[src/rtl/song_seq_ctrl.sv]
// Playback sequencer for the note-ROM address path: start/pause/stop, per-beat note advance,
// loop or single-shot end of song. Optional tempo input enabled by SONG_SEQ_TEMPO_EN.
module song_seq_ctrl #(
    parameter int unsigned SONG_W    = 1,
    parameter int unsigned NOTE_W    = 4,
    parameter int unsigned LAST_NOTE = 15,
    parameter int unsigned BEAT_CYC  = 12500000
) (
    input  logic                     clk,
    input  logic                     reset,
    input  logic                     start,
    input  logic                     pause,
    input  logic                     stop,
    input  logic [SONG_W-1:0]        song_sel,
    input  logic                     loop_en,
`ifdef SONG_SEQ_TEMPO_EN
    input  logic [1:0]               tempo,
`endif
    output logic [SONG_W+NOTE_W-1:0] addr_out,
    output logic                     note_strobe,
    output logic                     playing,
    output logic                     done
);

    localparam int unsigned CNT_W = $clog2(BEAT_CYC);

    typedef enum logic [1:0] {StIdle, StPlay, StPause} state_e;

    state_e            state_q, state_d;
    logic [SONG_W-1:0] song_q, song_d;
    logic [NOTE_W-1:0] note_q, note_d;
    logic [CNT_W-1:0]  cnt_q, cnt_d;
    logic              strobe_q, strobe_d;
    logic              done_q, done_d;
    logic [CNT_W-1:0]  beat_last;

`ifdef SONG_SEQ_TEMPO_EN
    logic [CNT_W-1:0] last_q, last_d, last_new;

    // Beat length shrinks by powers of two but never below two cycles.
    function automatic logic [CNT_W-1:0] beat_last_for(input logic [1:0] t);
        int unsigned len;
        len = BEAT_CYC >> t;
        if (len < 2) len = 2;
        return CNT_W'(len - 1);
    endfunction

    assign last_new  = beat_last_for(tempo);
    assign beat_last = last_q;

    always_ff @(posedge clk) begin
        if (reset) last_q <= CNT_W'(BEAT_CYC - 1);
        else       last_q <= last_d;
    end
`else
    assign beat_last = CNT_W'(BEAT_CYC - 1);
`endif

    always_comb begin
        state_d  = state_q;
        song_d   = song_q;
        note_d   = note_q;
        cnt_d    = cnt_q;
        strobe_d = 1'b0;
        done_d   = 1'b0;
`ifdef SONG_SEQ_TEMPO_EN
        last_d   = last_q;
`endif
        if (stop) begin
            state_d = StIdle;
            note_d  = '0;
            cnt_d   = '0;
        end else if (start) begin
            state_d  = StPlay;
            song_d   = song_sel;
            note_d   = '0;
            cnt_d    = '0;
            strobe_d = 1'b1;
`ifdef SONG_SEQ_TEMPO_EN
            last_d   = last_new;
`endif
        end else begin
            case (state_q)
                StIdle: ;
                StPlay: begin
                    // A pause on the beat-end cycle defers the advance until after resume.
                    if (pause) begin
                        state_d = StPause;
                    end else if (cnt_q == beat_last) begin
                        cnt_d = '0;
`ifdef SONG_SEQ_TEMPO_EN
                        last_d = last_new;
`endif
                        if (note_q != NOTE_W'(LAST_NOTE)) begin
                            note_d   = note_q + NOTE_W'(1);
                            strobe_d = 1'b1;
                        end else if (loop_en) begin
                            note_d   = '0;
                            strobe_d = 1'b1;
                        end else begin
                            state_d = StIdle;
                            note_d  = '0;
                            done_d  = 1'b1;
                        end
                    end else begin
                        cnt_d = cnt_q + CNT_W'(1);
                    end
                end
                StPause: begin
                    if (pause) state_d = StPlay;
                end
                default: state_d = StIdle;
            endcase
        end
    end

    always_ff @(posedge clk) begin
        if (reset) begin
            state_q  <= StIdle;
            song_q   <= '0;
            note_q   <= '0;
            cnt_q    <= '0;
            strobe_q <= 1'b0;
            done_q   <= 1'b0;
        end else begin
            state_q  <= state_d;
            song_q   <= song_d;
            note_q   <= note_d;
            cnt_q    <= cnt_d;
            strobe_q <= strobe_d;
            done_q   <= done_d;
        end
    end

    assign addr_out    = {song_q, note_q};
    assign note_strobe = strobe_q;
    assign playing     = (state_q != StIdle);
    assign done        = done_q;

endmodule

[config.mk]
export PLATFORM = sky130hd
export DESIGN_NAME = song_seq_ctrl
export DESIGN_NICKNAME = d
export VERILOG_FILES = /design/src/rtl/song_seq_ctrl.sv
export SDC_FILE = /design/constraint.sdc
export NUM_CORES = 1
export LEC_CHECK = 0
export BUFFER_PORTS_ARGS = -buffer_cell sky130_fd_sc_hd__buf_2
export CORE_MARGIN = 2
export CORE_UTILIZATION = 51
export CTS_CLUSTER_DIAMETER = 40
export DETAILED_ROUTE_END_ITERATION = 8
export PLACE_DENSITY = 0.7
export SYNTH_ARGS = -nofsm -noshare
export SYNTH_HDL_FRONTEND = slang
export SYNTH_SLANG_ARGS = --single-unit
[constraint.sdc]
create_clock -name clk -period 2.9 [get_ports clk]
set_clock_uncertainty 0.2 [all_clocks]
set_input_delay 0.435 -clock clk [delete_from_list [all_inputs] [get_ports clk]]
set_output_delay 0.435 -clock clk [all_outputs]
set_load 0.01 [all_outputs]
### Yosys cells after proc, flatten, opt, wreduce, memory -nomap -nowiden

Cells that the tools add are included.

* word-level logic and storage cells: 53
* output and inout bits: 8
* register bits after elaboration: 33
* bits of input ports: 7

* reductions and logical operators: 10
* equality and inequality tests: 13
* add/sub/neg operators: 2
* bitwise operators: 5
* muxes and demuxes: 16

Operators by type and width (count)
* 24-bit by 1-bit adder with 24-bit output, second input constant: 1
* 24-bit equality test, second input constant: 1
* 24-bit 2-to-1 mux: 1
* 4-bit inequality test, second input constant: 4
* 3-bit inequality test, second input constant: 4
* 2-bit 2-to-1 mux: 5
* 5-bit AND reduction: 2
* 1-bit 2-to-1 mux: 8
* 7-bit OR reduction: 1
* 2-bit one-hot mux with 3 select lines: 1
* 1-bit NOT: 5
* 4-bit by 1-bit adder with 4-bit output, second input constant: 1
* 4-bit 2-to-1 mux: 1
* 2-bit inequality test, second input constant: 2
* 2-bit AND reduction: 2
* 3-bit AND reduction: 1
* 3-bit OR reduction: 1
* 2-bit by 1-bit equality test with 1-bit output, second input constant: 1
* 2-bit equality test, second input constant: 1
* 2-bit logical NOT: 1
* 2-bit nonzero test: 1
* 2-bit OR reduction: 1

### Longest topological paths before layout

* depth in word-level cells: 6
* gate-level depth with buffers: 7

### Least setup slack after synthesis

Ideal clock, no wire load.

* path type: reg2reg
* start: register cnt_q[0]
* end: register cnt_q[18]
* cell stages (with the launch flop): 8
* arrival: 1.697 ns
* library setup time: 0.134 ns
* buffers on the path: 1
* path slack: 0.869 ns
* cells stage by stage: dfxtp_1 -> ha_1 -> nand3_1 -> or2_2 -> or3_1 -> buf_2 -> a32oi_1 -> a31oi_1

* cells in the longest elaborated chain, start to end: 2
* elaborated cells on any way between the ends: 3

Ends and longest elaborated chain
* start: declaration: line 32 `logic [CNT_W-1:0] cnt_q, cnt_d;`
* start signal: assignment: line 129 `cnt_q <= cnt_d;`
* 24-bit by 1-bit adder with 24-bit output or 24-bit equality test (tied branches): line 106, 89
* 24-bit 2-to-1 mux *: line 89 `end else if (cnt_q == beat_last) begin`

Every way passes the cells marked *; elsewhere a longest branch is shown, timed or not.
A chain may end at the register's enable or synchronous reset.

### Worst setup path in the final report

* start: register cnt_q[0]
* end: register cnt_q[4]

Same word-level chain as after synthesis.

==> reports/metrics.cfg <==
[run_status]
status = finished clean

[cts]
cts_resized = 0
h-tree-depth = 2
clk_path_buf_depth = 2
clock-root-buffer = clkbuf_4
path_clk_slew_ps = 100
cts_tree = built
clock_sinks = 33
cts_buffers = 5
worst_skew_pair.late_latency_ps = 340
cts_hold_buf = 0
post-cts-setup-buffers = 0

[synthesis]
ys_async_sr_fraction_pct = 0
synth_top_area_share_pct = 39.5
ys_seq_area_share_pct = 39.5
synth_edf_count = 0
ys_warn_count = 0
synth_common_cells = dfxtp_1 (33), nor2_1 (29), xor2_1 (17), nand4_1 (13)
synth_top_area_cell = dfxtp_1
ys_ff_latch = 33
synth_area_sq_um = 1670
synth.avg_cell_area_sq_um = 8.86
syn_nets = 198
yosysUniqueCellTypes = 42
yosysMostFrequentCell = dfxtp_1
synth_top_flop_cell = dfxtp_1
netlist_instances = 189
synth_area_leaders = dfxtp_1 (39%), xor2_1 (8.9%), nor2_1 (6.5%)

[detailed_routing]
ant_nets = 0
via_count = 1409
viasPerCell = 5.68
wl_per_cell_um = 13.9
routed_wl_mm = 3.44
drt_iter0_drc = 61
remaining_drc_errors = 0
drtPass1Iterations = 4

[die]
die-area_sq_um = 3760
rows = 20
die_w_um = 61.3
initial_core_util_pct = 54.4
die_h_um = 61.3
core_area_sq_um = 3080
io_pins = 15

[sta]
final-setup-viol-count = 0
tightest_slew_ps = 796
rsz0062_at_grt = false
fin_crit_sh_pct = 77.3
maxSlewHeadroom_pct = 46.8
hold_violations = 0
finalSetupTns_ps = 0
fmaxAchievable_mhz = 446
hold_ws_ps = 95.2
fin_crit_ps = 2240
slew_violations = 0

[pwr]
p_leak_nw = 0.642
p_total_w = 0.000776
pwr-share-seq_pct = 58.9
combPwrFrac_pct = 3.3
p_sw_w = 0.000171
cellPowerDensity_nw_per_um2 = 425
peakVddDrop_v = 0.000252
internal_power_w = 0.000605
switching_share_pct = 22.0
clkPwrFrac_pct = 37.8

[worst_hold_path]
hold_start = reset
hold_end = song_q$_SDFFE_PP0P_
holdPathStages = 2
min_path_type = input pin to flip-flop

[finish]
area.growth.synth_to_final_pct = 9.12
layout-drive-gt1-share_pct = 15.2
fin_area_sq_um = 1830
fin_nets = 212
fill_cells = 284
diodes = 0
finish.utilization_pct = 59.3

[setup_path]
required_ps = 2920
path_cells = ha_1, nand3_1, nor4_1, nand3_1, nand2_2, nor2_1
crit_path_start_kind = flip-flop
rr_worst_depth = 6
crit_top_cell = nand3_1
crit_fanout = 19
criticalPathCategory = flip-flop to flip-flop
rrSetupSlack_ps = 660
worstReg2RegEnd = cnt_q[4]$_SDFFE_PP0P_
slowest_stage = nor4_1
arrival_ps = 2260
crit_buf_inv = 0
cp-end-kind = flip-flop
rr_startpoint = cnt_q[0]$_SDFFE_PP0P_
crit_family = simple AND/OR/NAND/NOR gates
crit_path_max_incr_delay_ps = 520

[global_routing]
met2_usage_pct = 28.9
antenna_found_initial = 0
grt-ovfl-total = 0
grt_pass1_wl_mm = 5.53
grt_use_met1_pct = 28.9
track_usage_pct = 20.2
first_global_vias = 1204
grt_max_degree = 20
busiest_layer = met1
grt_use_met3_pct = 5.04

[placed_design]
gp_congestion = 0.871
portBuffers = 14
placed_area_sq_um = 1760
hpwl_mm = 2.48

[job]
drv_cap = 0

## layout make-up
cell class / count / area (sq um) / share of cell area, %
Sequential cell: 33 / 661 / 36.2
Inverter: 2 / 7.51 / 0.411
Tap cell: 44 / 55.1 / 3.01
Multi-Input combinational cell: 147 / 963 / 52.7
Timing Repair Buffer: 14 / 70.1 / 3.84
Clock buffer: 7 / 65.1 / 3.56
Clock inverter: 1 / 5.00 / 0.274
## logic make-up (layout without fill, tap and decap cells)
family / Yosys count / count (layout) / synth area share [%]
AOI/OAI and AO/OA: 15 / 15 / 5.90
and+or+nand+nor: 106 / 106 / 37.4
muxes: 3 / 3 / 1.79
adders and majority gates: 2 / 2 / 1.49
DFF: 33 / 33 / 39.5
xor gates and xnor gates: 21 / 21 / 11.0
buffers and inverters: 9 / 24 / 2.99
## worst max path at each step
| stage | endpoint | depth (start not counted) | from | slack, ps |
|---|---|---|---|---|
| after global routing | cnt_q[7]$_SDFFE_PP0P_ | 6 | cnt_q[0]$_SDFFE_PP0P_ | 410 |
| after CTS | cnt_q[4]$_SDFFE_PP0P_ | 6 | cnt_q[0]$_SDFFE_PP0P_ | 630 |
| after floorplan | cnt_q[18]$_SDFFE_PP0P_ | 7 | cnt_q[0]$_SDFFE_PP0P_ | 870 |
| after global placement | note_q[3]$_SDFFE_PP0P_ | 5 | pause | 590 |
| final | cnt_q[4]$_SDFFE_PP0P_ | 6 | cnt_q[0]$_SDFFE_PP0P_ | 660 |
| after detailed placement | note_q[3]$_SDFFE_PP0P_ | 5 | pause | 540 |
## per-stage QoR
stage	cells	worst slack, ps
floorplan	189	869
global placement	240	594
global route	248	412
finish	248	658
CTS	248	625
detailed placement	240	542
## power groups by stage
stage          clock (W)  sequential (W)  combinational [W]
2_1_floorplan          0        0.000467          0.0000169
3_3_place_gp           0        0.000467          0.0000253
3_5_place_dp           0        0.000467          0.0000259
4_1_cts         0.000299        0.000456          0.0000259
5_1_grt         0.000318        0.000457          0.0000288
6_report        0.000293        0.000456          0.0000259
## routing by layer
| layer | vias up | part of all wire (%) |
|---|---|---|
| li1 | 710 | - |
| met1 | 664 | 50 |
| met2 | 28 | 44 |
| met3 | 7 | 4.3 |
| met4 | 0 | 1.3 |
| met5 | - | 0 |
## layout by cell type (no fill, tap or decap), types with 4 or more instances in the layout
cell type and count:
dfxtp_1 33, nor2_1 29, xor2_1 17, buf_2 14, nand4_1 13, nand2_1 12
nand3_1 12, a21oi_1 5, nor3_1 5, clkbuf_4 5, and4_1 4, xnor2_1 4
## sequential cells by signal, indices dropped and copies added, names as in the netlist
register     cells
note_q           4
done             1
state_q          2
song_q           1
cnt_q           24
note_strobe      1
Power figures use the tool's default switching activity.
